==> config.mk <==
export PLATFORM = sky130hd
export DESIGN_NAME = debug_ram_master
export DESIGN_NICKNAME = d
export VERILOG_FILES = /design/src/rtl/debug_ram_master.sv
export SDC_FILE = /design/constraint.sdc
export NUM_CORES = 1
export LEC_CHECK = 0
export BUFFER_PORTS_ARGS = -buffer_cell sky130_fd_sc_hd__buf_2
export CAP_MARGIN = 30
export CORE_MARGIN = 3
export CORE_UTILIZATION = 32
export DETAILED_ROUTE_END_ITERATION = 8
export PLACE_DENSITY = 0.6
export SYNTH_ARGS = -nofsm -noshare
export SYNTH_HDL_FRONTEND = slang
export SYNTH_SLANG_ARGS = --single-unit
==> constraint.sdc <==
create_clock -name clk -period 8.75 [get_ports clk]
set_clock_uncertainty 0.15 [all_clocks]
set_input_delay 1.75 -clock clk [delete_from_list [all_inputs] [get_ports clk]]
set_output_delay 1.75 -clock clk [all_outputs]
set_load 0.005 [all_outputs]
==> src/rtl/debug_ram_master.sv <==
// rtl/debug_ram_master.sv - burst initiator for the core's DataRAM/InstRAM port-2 debug access
// Writes pass straight through to the selected port; reads run through a 2-entry fall-through FIFO.
module debug_ram_master #(
  parameter int LEN_W  = 8,
  parameter int RD_LAT = 1
) (
  input  logic             clk,
  input  logic             rst,
  input  logic             cmd_valid,
  output logic             cmd_ready,
  input  logic             cmd_write,
  input  logic             cmd_sel,
  input  logic [31:0]      cmd_addr,
  input  logic [LEN_W-1:0] cmd_len,
  input  logic             wr_valid,
  output logic             wr_ready,
  input  logic [31:0]      wr_data,
  input  logic [3:0]       wr_be,
  output logic             rsp_valid,
  input  logic             rsp_ready,
  output logic [31:0]      rsp_data,
  output logic             rsp_last,
  output logic             busy,
  output logic             done,
  output logic [31:0]      dram_a2,
  output logic [31:0]      iram_a2,
  output logic [31:0]      dram_wd2,
  output logic [31:0]      iram_wd2,
  output logic [3:0]       dram_we2,
  output logic [3:0]       iram_we2,
  input  logic [31:0]      dram_rd2,
  input  logic [31:0]      iram_rd2
);

  typedef enum logic [1:0] {IDLE, WRITE, READ, DRAIN} state_t;

  state_t            state_q, state_d;
  logic              sel_q, sel_d;
  logic [31:0]       addr_q, addr_d;
  logic [LEN_W-1:0]  cnt_q, cnt_d;
  logic              done_q, done_d;
  logic              hold_q, hold_d;
  logic [RD_LAT-1:0] infl_q, infl_d, infl_last_q, infl_last_d;
  logic [1:0][31:0]  fifo_data_q, fifo_data_d;
  logic [1:0]        fifo_last_q, fifo_last_d;
  logic [1:0]        occ_q, occ_d;

  logic              wr_fire, issue, pop, push, arrive, arr_last;
  logic [31:0]       arr_data;
  logic [RD_LAT-1:0] issue_vec, issue_last_vec;
  int                reserved;

  always_comb begin
    state_d        = state_q;
    sel_d          = sel_q;
    addr_d         = addr_q;
    cnt_d          = cnt_q;
    done_d         = 1'b0;
    hold_d         = 1'b0;
    fifo_data_d    = fifo_data_q;
    fifo_last_d    = fifo_last_q;
    occ_d          = occ_q;
    issue_vec      = '0;
    issue_last_vec = '0;

    busy      = (state_q != IDLE);
    done      = done_q;
    cmd_ready = (state_q == IDLE) && !done_q && !hold_q;
    wr_ready  = (state_q == WRITE) && !rst;
    wr_fire   = wr_valid && wr_ready;

    // A word arriving from port 2 can be handed to the consumer in the same cycle.
    arrive    = infl_q[RD_LAT-1];
    arr_last  = infl_last_q[RD_LAT-1];
    arr_data  = sel_q ? iram_rd2 : dram_rd2;
    rsp_valid = (occ_q != 2'd0) || arrive;
    rsp_data  = (occ_q != 2'd0) ? fifo_data_q[0] : arr_data;
    rsp_last  = (occ_q != 2'd0) ? fifo_last_q[0] : arr_last;
    pop       = rsp_valid && rsp_ready;
    push      = arrive && !((occ_q == 2'd0) && pop);

    // Every issued word owns a FIFO slot until popped, so nothing returning is ever dropped.
    reserved  = int'(occ_q) + $countones(infl_q) - (pop ? 1 : 0);
    issue     = (state_q == READ) && (reserved < 2) && !rst;
    issue_vec[0]      = issue;
    issue_last_vec[0] = issue && (cnt_q == '0);
    infl_d      = (infl_q << 1) | issue_vec;
    infl_last_d = (infl_last_q << 1) | issue_last_vec;

    if (pop && (occ_q != 2'd0)) begin
      fifo_data_d[0] = fifo_data_q[1];
      fifo_last_d[0] = fifo_last_q[1];
      occ_d          = occ_q - 2'd1;
    end
    if (push) begin
      if (occ_d == 2'd0) begin
        fifo_data_d[0] = arr_data;
        fifo_last_d[0] = arr_last;
      end else begin
        fifo_data_d[1] = arr_data;
        fifo_last_d[1] = arr_last;
      end
      occ_d = occ_d + 2'd1;
    end

    case (state_q)
      IDLE: begin
        if (cmd_valid && cmd_ready) begin
          sel_d   = cmd_sel;
          addr_d  = cmd_addr & 32'hFFFF_FFFC;
          cnt_d   = cmd_len;
          state_d = cmd_write ? WRITE : READ;
        end
      end
      WRITE: begin
        if (wr_fire) begin
          addr_d = addr_q + 32'd4;
          cnt_d  = cnt_q - LEN_W'(1);
          if (cnt_q == '0) begin
            state_d = IDLE;
            done_d  = 1'b1;
          end
        end
      end
      READ: begin
        if (issue) begin
          addr_d = addr_q + 32'd4;
          cnt_d  = cnt_q - LEN_W'(1);
          if (cnt_q == '0) state_d = DRAIN;
        end
      end
      DRAIN: begin
        if (pop && rsp_last) begin
          state_d = IDLE;
          done_d  = 1'b1;
        end
      end
      default: state_d = IDLE;
    endcase

    dram_a2  = (busy && !sel_q) ? addr_q : '0;
    iram_a2  = (busy && sel_q) ? addr_q : '0;
    dram_wd2 = (wr_fire && !sel_q) ? wr_data : '0;
    iram_wd2 = (wr_fire && sel_q) ? wr_data : '0;
    dram_we2 = (wr_fire && !sel_q) ? wr_be : '0;
    iram_we2 = (wr_fire && sel_q) ? wr_be : '0;
  end

  always_ff @(posedge clk) begin
    if (rst) begin
      state_q     <= IDLE;
      sel_q       <= 1'b0;
      addr_q      <= '0;
      cnt_q       <= '0;
      done_q      <= 1'b0;
      hold_q      <= 1'b1;
      infl_q      <= '0;
      infl_last_q <= '0;
      fifo_data_q <= '0;
      fifo_last_q <= '0;
      occ_q       <= '0;
    end else begin
      state_q     <= state_d;
      sel_q       <= sel_d;
      addr_q      <= addr_d;
      cnt_q       <= cnt_d;
      done_q      <= done_d;
      hold_q      <= hold_d;
      infl_q      <= infl_d;
      infl_last_q <= infl_last_d;
      fifo_data_q <= fifo_data_d;
      fifo_last_q <= fifo_last_d;
      occ_q       <= occ_d;
    end
  end

endmodule

==> summary.md <==
| Metric | Value |
|---|---|
| Synth Register Bits | `113` |
| Setup Crit Path Kind | `in2out` |
| FILL cells | `2,253` |
| Startpoint Class | `input port` |
| Max VDD drop | `0.211 mV` |
| Worst slew pin tran | `880 ps` |
| First-pass GRT wire length | `34.4 mm` |
| Post-CTS setup buffer count | `0` |
| CP max FO | `62` |
| Die W | `158 µm` |
| Initial antenna violation count | `3` |
| Data required, critical path | `6850 ps` |
| Power Total | `2.83 mW` |
| Post-layout min period | `5340 ps` |
| Min-delay worst type | `reg2reg` |
| P_leak | `4.43 nW` |
| PwrDens | `293 nW/µm²` |
| Clock root buffer | `clkbuf_16` |
| Core Footprint | `22,200 µm²` |
| Post-Route Utilization | `0.434` |
| Final WL | `22.1 mm` |
| Worst Path Arrival | `3440 ps` |
| DP HPWL | `15.6 mm` |
| Post-synth EDFFs | `0` |
| Fin Setup TNS | `0 ps` |
| Share of cells above drive strength 1 | `0.334` |
| Total global routing overflow | `0` |
| Die area | `24,900 µm²` |
| Synth async-reset ratio | `0` |
| Post-DR wirelength/cell | `14.5 µm` |
| Ys flop type | `dfxtp_1` |
| Tightest hold margin | `349 ps` |
| Syn Area/Cell | `7.68 µm²` |
| Sequential share of the synthesized area | `0.306` |
| Initial DRC count | `365` |
| Tcrit/Tclk final | `0.610` |
| RD Place Congestion | `0.807` |
| Fmax | `187 MHz` |
| Post_cts resized | `0` |
| Final Cell Area | `9650 µm²` |
| Crit path capture type | `output port` |
| Vias per cell | `4.98` |
| CTS buffer count | `17` |
| Port buffer count | `314` |
| Nets | `1,384` |
| DP Area | `9040 µm²` |
| Post-Synthesis Cells | `962` |
| Worst-Skew Late Latency | `420 ps` |
| # DRC | `0` |
| CTS Hold Bufs | `0` |
| Number of global-route vias before repair | `6,784` |
| H-tree depth | `4` |
| Final setup vio count | `0` |
| Status | `complete, no violations` |
| Yosys cell types | `66` |
| Row Count | `54` |
| MaxCap Viol Count | `0` |
| RSZ-0062 raised after global routing | `no` |
| Initial Util | `0.332` |
| Die Ht | `158 µm` |
| Via Count | `7,569` |
| Max-slew violation count | `0` |
| Deepest clock path buffer count | `2` |
| Clock sinks | `113` |
| Area grow syn2layout | `30.7%` |
| DR pass1 iterations | `5` |
| Final ANT Viol Nets | `0` |
| IO Count | `321` |
| CTS tree | `yes` |
| Final Hold Vio Count | `0` |
| Clock Pin Slew Worst Setup and Hold Paths | `60 ps` |
| Post-Syn Area | `7390 µm²` |
| Synth warn | `0` |
| Total track usage | `0.168` |
| Worst rel slew slack | `0.413` |
| Largest net degree at the start of global routing | `71` |
-- critical path: stages --
cell     delay [ps]
buf_4           290
nor2b_1         250
and3_1          770
and2_1          240
buf_2           120
-- per-stage QoR --
| step | std cells | setup WS [ps] |
|---|---|---|
| after floorplan | 965 | 4190 |
| after CTS | 1516 | 3400 |
| after detailed placement | 1484 | 3410 |
| after global placement | 1483 | 3430 |
| final | 1519 | 3410 |
| after global routing | 1518 | 3190 |
-- where the power goes --
group,internal [mW],total [mW],switching (mW)
registers,0.625,0.764,0.139
logic,0.563,1.37,0.804
clock network,0.406,0.702,0.296
-- state kept, by name, indices dropped and copies added, names as in the netlist --
| name | count |
|---|---|
| done | 1 |
| cnt_q | 8 |
| sel_q | 1 |
| hold_q | 1 |
| arr_last | 1 |
| fifo_data_q | 64 |
| addr_q | 30 |
| occ_q | 2 |
| state_q | 2 |
| fifo_last_q | 2 |
| arrive | 1 |
-- worst paths after layout --
path	end	start	slack [ps]	cells after the start
hold reg to reg	fifo_last_q[1]$_SDFFE_PP0P_	fifo_last_q[1]$_SDFFE_PP0P_	350	2
setup reg to reg	cnt_q[6]$_SDFFE_PP0P_	occ_q[1]$_SDFF_PP0_	4460	14
setup / recovery	iram_wd2[11]	rst	3410	5
hold / removal	fifo_last_q[1]$_SDFFE_PP0P_	fifo_last_q[1]$_SDFFE_PP0P_	350	2
-- synth_stat cells, types with 4 or more instances --
cell / number / area (µm²)
nor2_1: 154 / 578
o32ai_1: 9 / 78.8
buf_4: 11 / 82.6
and4_1: 4 / 35.0
ha_1: 12 / 150
o31ai_1: 6 / 45.0
mux2i_1: 38 / 380
o31a_1: 4 / 35.0
clkbuf_1: 49 / 184
nor3_1: 13 / 65.1
and2_1: 135 / 845
nor4_1: 4 / 25.0
o21ai_1: 7 / 35.0
nand2_1: 41 / 154
buf_2: 20 / 100
a21oi_1: 108 / 541
nand3_1: 20 / 100
a31oi_1: 5 / 31.3
mux2_2: 32 / 360
a211oi_1: 46 / 345
nor2b_1: 6 / 37.5
nand2b_1: 9 / 56.3
and3_1: 8 / 50.1
nand4_1: 9 / 56.3
o22ai_1: 5 / 31.3
buf_1: 5 / 18.8
o21ai_0: 18 / 90.1
inv_1: 17 / 63.8
dfxtp_1: 113 / 2260
-- cell families (layout without fill, tap and decap cells) --
kind of cell	Yosys count	in the layout	synth area share
and+or+nand+nor	418	418	0.293
AOI/OAI and AO/OA	240	240	0.210
DFF	113	113	0.306
buffers and inverters	104	376	0.0625
muxes	70	70	0.100
adders and majority gates	13	13	0.0230
xor gates and xnor gates	3	3	0.00457
other	1	6	0.000508
-- placed cells by master, fill, tap and decap left out, types with 10 or more instances in the layout --
cell type and n:
buf_2 313, nor2_1 153, and2_1 135, dfxtp_1 112, a21oi_1 108, a211oi_1 46
nand2_1 41, mux2i_1 38, mux2_2 32, nand3_1 19, o21ai_0 18, inv_1 17
clkbuf_16 17, nor3_1 13, buf_4 11, ha_1 10
-- layer usage --
| layer | wire length, µm | track usage | up-vias |
|---|---|---|---|
| met4 | 345 | 0.0583 | 4 |
| li1 | - | - | 3888 |
| met3 | 1430 | 0.0407 | 23 |
| met5 | 27 | 0 | - |
| met2 | 10100 | 0.265 | 236 |
| met1 | 10200 | 0.225 | 3418 |
-- layout make-up --
type                    instances  area [µm²]  share of cell area
diodes                          2        5.00            0.000518
clock buffers                  17         425              0.0441
clock inverters                15         165              0.0171
inverters                      18        67.6             0.00700
multi-input cells             748        4690               0.486
flip-flops and latches        113        2260               0.234
well taps                     280         350              0.0363
repair buffers                326        1680               0.174
No activity file was read; power rests on OpenSTA's default activity.
